==> config.mk <==
export PLATFORM = sky130hd
export DESIGN_NAME = mux16_rr_arbiter
export DESIGN_NICKNAME = d
export VERILOG_FILES = /design/src/rtl/mux16_rr_arbiter.sv
export SDC_FILE = /design/constraint.sdc
export NUM_CORES = 1
export LEC_CHECK = 0
export ABC_CLOCK_PERIOD_IN_PS = 4420
export BUFFER_PORTS_ARGS = -buffer_cell sky130_fd_sc_hd__buf_2
export CORE_MARGIN = 5
export CORE_UTILIZATION = 58
export DETAILED_ROUTE_END_ITERATION = 12
export GPL_ROUTABILITY_DRIVEN = 0
export PLACE_DENSITY = 0.92
export SYNTH_ARGS = -nofsm -noshare
export SYNTH_HDL_FRONTEND = slang
export SYNTH_SLANG_ARGS = --single-unit
==> constraint.sdc <==
create_clock -name i_clk -period 4.42 [get_ports i_clk]
set_clock_uncertainty 0.2 [all_clocks]
set_input_delay 1.326 -clock i_clk [delete_from_list [all_inputs] [get_ports i_clk]]
set_output_delay 1.326 -clock i_clk [all_outputs]
set_load 0.01 [all_outputs]
==> src/rtl/mux16_rr_arbiter.sv <==
// Round-robin arbiter and select sequencer for a shared 16:1 mux; a grant appears one edge after the request is seen in IDLE.
// The grant is held until ack or watchdog expiry, and each exit is followed by one IDLE bubble cycle.
module mux16_rr_arbiter #(
    parameter int TIMEOUT = 8
) (
    input  logic        i_clk,
    input  logic        i_rst,
    input  logic [15:0] i_req,
    input  logic        i_ack,
    output logic [3:0]  o_sel,
    output logic [15:0] o_gnt,
    output logic        o_valid,
    output logic        o_timeout
);

    typedef enum logic {
        S_IDLE  = 1'b0,
        S_GRANT = 1'b1
    } state_t;

    localparam logic [7:0] WD_LAST = 8'(TIMEOUT - 1);

    state_t      r_state;
    state_t      w_state_nxt;
    logic [3:0]  r_ptr;
    logic [3:0]  w_ptr_nxt;
    logic [7:0]  r_wd;
    logic [7:0]  w_wd_nxt;
    logic [3:0]  r_sel;
    logic [3:0]  w_sel_nxt;
    logic [15:0] r_gnt;
    logic [15:0] w_gnt_nxt;
    logic        r_valid;
    logic        w_valid_nxt;
    logic        r_timeout;
    logic        w_timeout_nxt;

    logic [15:0] w_rot;
    logic [3:0]  w_win_off;
    logic [3:0]  w_win_idx;
    logic        w_any_req;

    // Rotate requests so bit 0 is the current priority position, then take the lowest set bit.
    always_comb begin
        w_rot     = 16'({i_req, i_req} >> r_ptr);
        w_any_req = |i_req;
        w_win_off = 4'd0;
        for (int k = 15; k >= 0; k--) begin
            if (w_rot[k]) begin
                w_win_off = 4'(k);
            end
        end
        w_win_idx = r_ptr + w_win_off;
    end

    always_comb begin
        w_state_nxt   = r_state;
        w_ptr_nxt     = r_ptr;
        w_wd_nxt      = r_wd;
        w_sel_nxt     = r_sel;
        w_gnt_nxt     = r_gnt;
        w_valid_nxt   = r_valid;
        w_timeout_nxt = 1'b0;

        case (r_state)
            S_IDLE: begin
                if (w_any_req) begin
                    w_state_nxt = S_GRANT;
                    w_sel_nxt   = w_win_idx;
                    w_gnt_nxt   = 16'h0001 << w_win_idx;
                    w_valid_nxt = 1'b1;
                    w_wd_nxt    = 8'd0;
                end
            end
            S_GRANT: begin
                // ack takes precedence over a watchdog expiry on the same edge
                if (i_ack || (r_wd == WD_LAST)) begin
                    w_state_nxt   = S_IDLE;
                    w_ptr_nxt     = r_sel + 4'd1;
                    w_gnt_nxt     = 16'h0000;
                    w_valid_nxt   = 1'b0;
                    w_timeout_nxt = ~i_ack;
                end else begin
                    w_wd_nxt = r_wd + 8'd1;
                end
            end
            default: begin
                w_state_nxt = S_IDLE;
            end
        endcase
    end

    always_ff @(posedge i_clk or posedge i_rst) begin
        if (i_rst) begin
            r_state   <= S_IDLE;
            r_ptr     <= 4'd0;
            r_wd      <= 8'd0;
            r_sel     <= 4'd0;
            r_gnt     <= 16'h0000;
            r_valid   <= 1'b0;
            r_timeout <= 1'b0;
        end else begin
            r_state   <= w_state_nxt;
            r_ptr     <= w_ptr_nxt;
            r_wd      <= w_wd_nxt;
            r_sel     <= w_sel_nxt;
            r_gnt     <= w_gnt_nxt;
            r_valid   <= w_valid_nxt;
            r_timeout <= w_timeout_nxt;
        end
    end

    assign o_sel     = r_sel;
    assign o_gnt     = r_gnt;
    assign o_valid   = r_valid;
    assign o_timeout = r_timeout;

endmodule

==> impl_metrics.yaml <==
worst_hold_path:
  hold_class: "reg -> reg"
  hold_depth: 2
critical_path:
  cp-endpoint: "o_gnt[12]"
  rr_startpoint: "r_ptr[1]"
  path_buf_inv: 2
  cp-end-kind: "flip-flop"
  cpLargestDelayFamily: "compound AO/OA/AOI/OAI gates"
  cp_max_fo: 8
  critPathRequiredTime_ns: 4.45
  worstPathArrival_ns: 4.71
  crit_chain: "buf_8, mux4_2, a222oi_1, buf_4, nand4_1, a221o_1, a21oi_2, o22a_1, o311a_4, ha_4, a21o_1, a21oi_4, xnor2_4, xor2_4, a32o_2"
  timing.rr.end: "o_gnt[12]"
  cp-start-kind: "primary input"
  max_stage_delay_ns: 0.47
  startpoint: "i_req[5]"
  r2r_cells: 14
  path_class: "in -> reg"
  worst-path-stages: 15
  cpMaxStageDelayCell: "mux4_2"
  rrSetupSlack_ns: 0.12
clock_network:
  cts_made_buffers: 5
  path_clk_slew_ns: 0.07
  cts.path.max_buffers: 2
  cts_tree: "done"
  worstSkewPairLatency_ns: 0.30
  postCtsHoldBufs: 0
  htree_levels: 2
  cts_root_buf: "clkbuf_8"
  cts.sinks: 35
sta:
  setup-tns-final_ns: -4.000
  tightestPinTransition_ns: 1.072
  rsz0062_at_grt: "true"
  setup_viol: 17
  layout_setup_ws_ns: -0.2635
  clock.fmax_mhz: 213.5
  fin_crit_ns: 4.683
  slew_headroom_pct: 28.29
  timing_hold_violations_final: 0
  final_max_slew_viol_count: 0
  period_share_pct: 106.0
final_layout:
  fill_cells: 273
  fin_util_pct: 75.84
  fin_nets: 365
  drive_above_1_share_pct: 41.47
  antennaDiodeCount: 0
  final_cells: 394
  syn_to_final_growth_pct: 28.57
  finalInstanceArea_sq_um: 3558
synth:
  async_flop_share_pct: 100.0
  ys_types: 54
  ys_seq_elements: 35
  synth_cells: 260
  synth-edff-count: 0
  yosys.area.top_type: "dfrtp_1"
  yosysWarnings: 0
  ys_seq_area_share_pct: 31.65
  synth.avg_cell_area_sq_um: 10.64
  yosysTopAreaCellShare_pct: 31.65
  syn_area_sq_um: 2768
  synth_flop_cell: "dfrtp_1"
  yosys-top-cells-area: "dfrtp_1, mux4_1, a32o_1"
  synth_nets: 285
outcome:
  outcome: "complete, but fails checks"
  violations: "setup timing"
die:
  dieHeight_um: 79.08
  ios: 41
  dieWidth_um: 79.08
  start_util_pct: 58.99
  dieArea_sq_um: 6254
  rows: 25
  core_sq_um: 4692
global_routing:
  grt_pass1_wl_um: 12800
  grt_start_max_net_pins: 24
  antenna_found_initial: 0
  grt_pass1_vias: 2574
  grtUsageTotal_pct: 26.16
  overflow: 0
power:
  peakVddDrop_mv: 0.4417
  leakage_uw: 0.001648
  cellPowerDensity_nw_per_um2: 921.3
  report.power.total_uw: 3278
place:
  placed_cell_area_sq_um: 3294
  hpwlAfterDp_um: 5551
  placed_cells: 382
  port_buffers: 40
detailed_routing:
  dr.pass1.iters: 5
  drtAntennaViolNets: 0
  drc_errors: 0
  drt_wl_total_um: 7914
  wl_per_cell_um: 20.09
  vias: 2686
  via_per_inst: 6.817
  drt-initial-drc-count: 291
run:
  maxCapViolCount: 0
[placed cells by master (no fill, tap or decap), types with 4 or more instances in the layout]
cell type,instances
a21o_1,4
a21oi_1,8
a32o_1,14
and2_1,4
and3_1,4
buf_2,36
buf_4,46
clkbuf_8,6
dfrtp_1,35
ha_1,4
inv_1,7
mux2_2,13
mux2i_1,10
mux4_1,9
mux4_2,7
nand2_1,20
nand3_1,5
nor2_1,18
nor3_1,4
nor3_2,4
nor4_1,4
o21ai_0,13
o22ai_1,6
[area by class of cell]
cell class                      count  area, sq um  area share (%)
Clock buffer                        6        82.58           2.321
Clock inverter                      1        5.005          0.1406
Inverter                            9        33.78          0.9494
Multi-Input combinational cell    202         1899           53.38
Sequential cell                    35        875.8           24.61
Tap cell                           54        67.56           1.899
Timing Repair Buffer               87        594.3           16.70
[per-stage QoR]
step	hold WS, ns	setup WS, ns
after CTS	0.2837	-0.1685
after floorplan	0.2706	-0.2210
after detailed placement	0.2676	-0.6375
after global placement	0.2648	-0.5128
after global routing	0.3094	-0.3951
final	0.2790	-0.2635
[flip-flops by register name, summed over array words and instances (netlist names)]
signal	count
o_timeout	1
o_sel	4
o_gnt	16
r_wd	8
r_state	1
o_valid	1
r_ptr	4
[worst min-delay path by stage]
| stage | endpoint | from | slack (ns) |
|---|---|---|---|
| 6_report | o_valid | o_valid | 0.28 |
| 3_3_place_gp | o_valid | o_valid | 0.26 |
| 3_5_place_dp | o_valid | o_valid | 0.27 |
| 5_1_grt | o_valid | o_valid | 0.31 |
| 2_1_floorplan | r_wd[0] | r_wd[0] | 0.27 |
| 4_1_cts | o_valid | o_valid | 0.28 |
[power by group]
part           internal [uW]  switching (uW)  leakage (uW)  total (uW)
combinational           1170            1330       0.00114        2500
clock                    122             117     0.0000470         239
sequential               426             117      0.000462         543
total                   1720            1560       0.00165        3280
[logic make-up (layout without fill, tap and decap cells)]
family	Yosys count	after routing	synth area share, %
simple gates	77	77	13.79
compound gates	69	69	19.39
mux	42	42	25.05
flops	35	35	31.65
buf+inv	23	103	4.069
xor+xnor	8	8	3.075
fa+ha+maj	6	6	2.984
[worst register-to-register path: cells and delay by family, from the launching register on]
family          cells  cell delay, ns
simple gates        1            0.10
fa+ha+maj           1            0.18
compound gates      8            1.94
xor+xnor            2            0.50
flops               1            0.76
buf+inv             2            0.56
[synthesized netlist by cell type, types with 3 or more instances]
cell	n
dfrtp_1	35
nand2_1	20
nor2_1	19
a32o_1	16
mux2_2	14
o21ai_0	14
mux4_1	12
a21oi_1	11
mux2i_1	10
clkbuf_1	8
inv_1	7
nor3_1	7
o22ai_1	6
and2_1	5
ha_1	5
nand3_1	5
a21o_1	4
and3_1	4
mux4_2	4
nor4_1	4
nor2b_1	3
o211ai_1	3
or3_1	3
xnor2_1	3
xor2_1	3
[metal layers]
layer	GRT usage (%)	up-vias	wire (um)
met4	7.732	0	229
met2	44.61	159	3999
met5	0	-	0
li1	-	1183	-
met3	5.215	33	572
met1	33.70	1311	3113
[timing repair]
action / CTS / global route
buffers inserted: 2 / 3
setup endpoints to repair: 18 / 18
gates resized for setup: 21 / 10
pin swaps: 16 / 17
(Power assumes the default switching activity.)
